--- src/rtl/noc_params.sv ---
// Shared NoC types: mesh size, VC count, flit and port encodings.
// flit_t carries label, VC id and the XY destination of a head flit.
package noc_params;

  localparam int MESH_SIZE_X = 4;
  localparam int MESH_SIZE_Y = 4;
  localparam int VC_NUM = 2;

  localparam int DEST_ADDR_SIZE_X = $clog2(MESH_SIZE_X);
  localparam int DEST_ADDR_SIZE_Y = $clog2(MESH_SIZE_Y);
  localparam int VC_SIZE = $clog2(VC_NUM);
  localparam int HEAD_PAYLOAD_SIZE = 12;

  typedef enum logic [1:0] {
    HEAD,
    BODY,
    TAIL,
    HEADTAIL
  } flit_label_t;

  typedef enum logic [2:0] {
    LOCAL,
    NORTH,
    SOUTH,
    WEST,
    EAST
  } port_t;

  typedef struct packed {
    logic [DEST_ADDR_SIZE_X-1:0] x_dest;
    logic [DEST_ADDR_SIZE_Y-1:0] y_dest;
    logic [HEAD_PAYLOAD_SIZE-1:0] head_pl;
  } head_data_t;

  typedef struct packed {
    flit_label_t flit_label;
    logic [VC_SIZE-1:0] vc_id;
    head_data_t head_data;
  } flit_t;

  localparam int PORT_WIDTH = $bits(flit_t);

endpackage

--- src/rtl/input_port_unit.sv ---
// Router input port: per-VC flit FIFOs, XY routing of head flits,
// per-VC IDLE/ROUTED FSM, registered credit and error pulses.
// Ports: clk, rst (async high); data_i/valid_flit_i in; read_i per-VC pop;
// data_o/is_valid_o/out_port_o per-VC front; credit_o per VC; error_o.
module input_port_unit
  import noc_params::*;
#(
  parameter int BUFFER_SIZE = 8,
  parameter int X_CURRENT = 0,
  parameter int Y_CURRENT = 0
) (
  input  logic              clk,
  input  logic              rst,
  input  flit_t             data_i,
  input  logic              valid_flit_i,
  input  logic [VC_NUM-1:0] read_i,
  output flit_t             data_o [VC_NUM],
  output logic [VC_NUM-1:0] is_valid_o,
  output port_t             out_port_o [VC_NUM],
  output logic [VC_NUM-1:0] credit_o,
  output logic              error_o
);

  localparam int AW = $clog2(BUFFER_SIZE);
  localparam logic [DEST_ADDR_SIZE_X-1:0] XC =
    DEST_ADDR_SIZE_X'(X_CURRENT);
  localparam logic [DEST_ADDR_SIZE_Y-1:0] YC =
    DEST_ADDR_SIZE_Y'(Y_CURRENT);

  typedef enum logic {
    IDLE,
    ROUTED
  } vc_state_t;

  flit_t             mem [VC_NUM][BUFFER_SIZE];
  logic [AW:0]       wr_ptr [VC_NUM];
  logic [AW:0]       rd_ptr [VC_NUM];
  vc_state_t         state [VC_NUM];
  vc_state_t         state_nxt [VC_NUM];
  port_t             route [VC_NUM];
  logic [VC_NUM-1:0] empty;
  logic [VC_NUM-1:0] full;
  logic [VC_NUM-1:0] pop;
  logic [VC_NUM-1:0] route_en;
  logic [VC_NUM-1:0] proto_err;
  logic [VC_NUM-1:0] push;
  logic              overflow;

  function automatic port_t xy_route(head_data_t h);
    port_t p;
    p = LOCAL;
    if (h.x_dest > XC)      p = EAST;
    else if (h.x_dest < XC) p = WEST;
    else if (h.y_dest > YC) p = SOUTH;
    else if (h.y_dest < YC) p = NORTH;
    return p;
  endfunction

  always_comb begin
    for (int v = 0; v < VC_NUM; v++) begin
      empty[v] = (wr_ptr[v] == rd_ptr[v]);
      full[v] = (wr_ptr[v][AW] != rd_ptr[v][AW]) &&
                (wr_ptr[v][AW-1:0] == rd_ptr[v][AW-1:0]);
      data_o[v] = mem[v][rd_ptr[v][AW-1:0]];
      route[v] = xy_route(data_o[v].head_data);
      is_valid_o[v] = (state[v] == ROUTED) && !empty[v];
      state_nxt[v] = state[v];
      pop[v] = 1'b0;
      route_en[v] = 1'b0;
      proto_err[v] = 1'b0;
      unique case (state[v])
        IDLE: begin
          if (!empty[v]) begin
            if (data_o[v].flit_label == HEAD ||
                data_o[v].flit_label == HEADTAIL) begin
              route_en[v] = 1'b1;
              state_nxt[v] = ROUTED;
            end else begin
              // stray body/tail: drop it so the VC cannot lock up
              pop[v] = 1'b1;
              proto_err[v] = 1'b1;
            end
          end
        end
        ROUTED: begin
          if (read_i[v] && is_valid_o[v]) begin
            pop[v] = 1'b1;
            if (data_o[v].flit_label == TAIL ||
                data_o[v].flit_label == HEADTAIL)
              state_nxt[v] = IDLE;
          end
        end
        default: state_nxt[v] = IDLE;
      endcase
    end
  end

  // a full VC still accepts when it pops in the same cycle
  always_comb begin
    push = '0;
    overflow = 1'b0;
    if (valid_flit_i) begin
      if (!full[data_i.vc_id] || pop[data_i.vc_id])
        push[data_i.vc_id] = 1'b1;
      else
        overflow = 1'b1;
    end
  end

  always_ff @(posedge clk) begin
    for (int v = 0; v < VC_NUM; v++)
      if (push[v])
        mem[v][wr_ptr[v][AW-1:0]] <= data_i;
  end

  always_ff @(posedge clk or posedge rst) begin
    if (rst) begin
      for (int v = 0; v < VC_NUM; v++) begin
        wr_ptr[v] <= '0;
        rd_ptr[v] <= '0;
        state[v] <= IDLE;
        out_port_o[v] <= LOCAL;
      end
      credit_o <= '0;
      error_o <= 1'b0;
    end else begin
      for (int v = 0; v < VC_NUM; v++) begin
        if (push[v]) wr_ptr[v] <= wr_ptr[v] + 1'b1;
        if (pop[v]) rd_ptr[v] <= rd_ptr[v] + 1'b1;
        if (route_en[v]) out_port_o[v] <= route[v];
        state[v] <= state_nxt[v];
      end
      credit_o <= pop;
      error_o <= overflow || (|proto_err);
    end
  end

endmodule

--- config.mk ---
export PLATFORM = sky130hd
export DESIGN_NAME = input_port_unit
export DESIGN_NICKNAME = d
export VERILOG_FILES = /design/src/rtl/noc_params.sv /design/src/rtl/input_port_unit.sv
export SDC_FILE = /design/constraint.sdc
export NUM_CORES = 1
export LEC_CHECK = 0
export ABC_CLOCK_PERIOD_IN_PS = 4900
export CAP_MARGIN = 20
export CORE_MARGIN = 2
export CORE_UTILIZATION = 53
export DETAILED_ROUTE_END_ITERATION = 8
export PLACE_DENSITY = 0.75
export SETUP_SLACK_MARGIN = 0.02
export SLEW_MARGIN = 20
export SYNTH_ARGS = -nofsm -noshare
export SYNTH_HDL_FRONTEND = slang
export SYNTH_SLANG_ARGS = --single-unit
--- constraint.sdc ---
create_clock -name clk -period 4.9 [get_ports clk]
set_input_delay 0.98 -clock clk [delete_from_list [all_inputs] [get_ports clk]]
set_output_delay 0.98 -clock clk [all_outputs]
set_load 0.05 [all_outputs]
==> summary.md <==
| Metric | Value |
|---|---|
| Max Freq | `227 MHz` |
| Antenna diodes | `0` |
| Clock Latency Late Sink | `520 ps` |
| Min-delay src | `out_port_o[1]` |
| Depth of the most critical reg-to-reg path | `9` |
| Commonest non-fill, non-tap cell in the layout | `edfxtp_1` |
| CP startpoint kind | `register` |
| Register area share after synthesis | `76.1%` |
| Clk buf depth | `3` |
| CTS tree | `yes` |
| Dpl ws | `942 ps` |
| Synth Register Bits | `between 300 and 400` |
| Number of nets in the layout | `719` |
| First-pass GRT wire length | `38.5 mm` |
| Die Wd | `between 150 and 200 µm` |
| FP Rows | `56` |
| Drt total wl | `25.0 mm` |
| Commonest non-fill, non-tap cells in the layout | `edfxtp_1 (304), mux4_2 (72), clkdlybuf4s50_1 (70), mux2_2 (38), clkbuf_16 (34)` |
| Yosys cell types | `37` |
| Post-Synthesis Cells | `583` |
| HP Class | `register to register` |
| CTS clk-pin slew, worst paths | `60 ps` |
| Net Sw Frac | `35.4%` |
| # resized after CTS | `0` |
| Initial antenna violation count | `0` |
| Gpl congestion | `0.772` |
| Synth warn | `0` |
| Actual transition at the worst max-transition pin | `800 ps` |
| Post-route insts no fill | `1029` |
| Drt via density | `5.82` |
| Logic pwr share | `38.3%` |
| # Post-CTS Setup Buffers | `0` |
| CP Capture Type | `output port` |
| First DRT Iteration DRCs | `551` |
| Clk pwr share | `25.0%` |
| P&R area growth vs syn | `18.0%` |
| Tcrit/Tclk final | `89.9%` |
| Hold_buf cts | `0` |
| Hold path depth | `2` |
| Leak | `0.00500 µW` |
| Final setup viols | `0` |
| Die Area | `around 0.025 mm²` |
| Core area | `about 0.024 mm²` |
| Drt first pass iters | `5` |
| Final Cell Area | `0.0151 mm²` |
| Critical path class | `register to output port` |
| Sequential Power Share | `36.7%` |
| CP max FO | `24` |
| Die Ht | `160 µm` |
| Port buffer count | `70` |
| Status | `finished clean` |
| Hold worst-path end | `out_port_o[1]` |
| Final ANT Viol Nets | `0` |
| Final Hold Viols | `0` |
| PwrDens | `663 mW/mm²` |
| Top Ports | `73` |
| Slew Limit Fails | `0` |
| Initial cell density of the core | `a little over half` |
| Number of global-route vias before repair | `6307` |
| Filler Cell Count | `1530` |
| H-tree depth | `2` |
| Final worst setup slack | `493 ps` |
| Wire per inst | `24.3 µm` |
| Hpwl dp | `14.6 mm` |
| Area contributors post-synth | `edfxtp_1 (71%), mux4_2 (13%), dfrtp_1 (4.9%), mux2_2 (3.3%), mux4_1 (0.82%)` |
| CTS Buf Count | `34` |
| Mean Syn Cell Area | `22.0 µm²` |
| Crit path DAT | `3430 ps` |
| Synth area leader | `edfxtp_1` |
| Share of the synthesized area in the top cell type | `between 70 and 80%` |
| Largest net degree at the start of global routing | `28` |
| Final min period | `4410 ps` |
| R2R Path End | `mem[0][142]` |
| CTS sink cnt | `329` |
| Syn Std Cell Area | `0.0128 mm²` |
| Overflow after GRT | `0` |
| Placed Area | `between 0.01 and 0.015 mm²` |
| Core Util, Final | `64.1%` |
| Worst slew margin | `46.7%` |
| Internal power | `6480 µW` |
| Total net switching power | `3560 µW` |
| Residual DRC | `0` |
| Reg2Reg Setup Slack | `890 ps` |
| Worst reg2reg startpoint | `rd_ptr[5]` |
| DR vias | `5987` |
| Total GRT Usage | `20.2%` |
| RSZ-0062 raised after global routing | `false` |
| DP Cell Count | `969` |
| VDD IR max | `0.000366 V` |
| Required @ worst endpoint | `3920 ps` |
| Clock Skew | `16.3 ps` |
| TNS Setup | `0 ps` |
| Share of layout cells above drive strength 1 | `28.7%` |
| Root buffer cell | `clkbuf_16` |
| Max_cap viols | `0` |
==> synthesized netlist by cell type (all sizes together) <==
library cell / instances
dfrtp: 25
mux4: 76
nand3: 1
nor3: 8
a21oi: 1
buf: 20
nor2: 9
o31ai: 1
nand2b: 2
o21ai: 5
clkbuf: 9
mux2i: 7
a311oi: 1
edfxtp: 304
and2b: 1
a211o: 1
nor3b: 8
or3: 1
nor2b: 1
conb: 1
inv: 11
mux2: 39
nor4: 2
a31oi: 1
nand4: 5
xnor2: 8
xor2: 12
ha: 8
nand2: 15
==> kinds of logic (layout without fill, tap and decap cells) <==
logic type | after synthesis | count (layout) | share of synthesized area (%)
flip-flops | 329 | 329 | 76.1
XOR/XNOR | 20 | 20 | 1.37
other | 1 | 2 | 0.0292
AND/OR/NAND/NOR | 53 | 53 | 2.19
adder cells (fa/ha/maj) | 8 | 8 | 0.780
multiplexers | 122 | 122 | 17.5
buffers and inverters | 40 | 166 | 1.60
AO/OA/AOI/OAI | 10 | 10 | 0.527
==> power by group through the flow <==
stage / sequential, µW / clock (µW) / combinational [µW]
2_1_floorplan: 3620 / 0 / 2880
5_1_grt: 3720 / 2660 / 4060
6_report: 3680 / 2510 / 3840
3_5_place_dp: 3740 / 0 / 3850
3_3_place_gp: 3720 / 0 / 3800
4_1_cts: 3690 / 2560 / 3880
==> worst max-delay path: stages, from the launching register on <==
cell	delay, ps
dfrtp_2	750
buf_4	530
mux4_2	590
mux2_2	310
clkdlybuf4s50_1	720
==> cell type report <==
class	count	area, µm²	area share [%]
tap	319	399	2.64
multi-input combinational	215	2930	19.4
clock inverter	23	231	1.53
timing repair buffer	96	916	6.05
sequential	329	9760	64.5
clock buffer	36	858	5.67
inverter	11	41.3	0.273
==> worst max path at each step <==
stage | start | to | slack (ps) | cells after the start
after detailed placement | rd_ptr[5] | mem[0][115] | 940 | 9
after floorplan | rd_ptr[0] | mem[0][190] | -50 | 11
after global routing | rd_ptr[0] | data_o[10] | 320 | 4
after global placement | rd_ptr[5] | mem[0][134] | 970 | 9
after CTS | rd_ptr[0] | data_o[9] | 410 | 4
final | rd_ptr[0] | data_o[9] | 490 | 4
==> metrics by stage <==
step / power [µW] / hold slack, ps
final: 10000 / 488
after floorplan: 6500 / 465
after detailed placement: 7590 / 478
after CTS: 10100 / 491
after global placement: 7510 / 465
after global routing: 10400 / 513
==> metal layers <==
layer | wire [µm] | share of wire, % | global-route usage (%)
met5 | 0 | 0 | 0
met4 | 726 | 2.9 | 7.60
met3 | 1500 | 6.0 | 2.92
met2 | 12700 | 51 | 33.3
met1 | 10100 | 40 | 27.7
==> flip-flops by register name, indices dropped and copies added, names as in the netlist <==
| register | flops |
|---|---|
| wr_ptr | 8 |
| out_port_o | 4 |
| credit_o | 2 |
| error_o | 1 |
| rd_ptr | 8 |
| state | 2 |
| mem | 304 |
No activity file was read; power rests on OpenSTA's default activity.
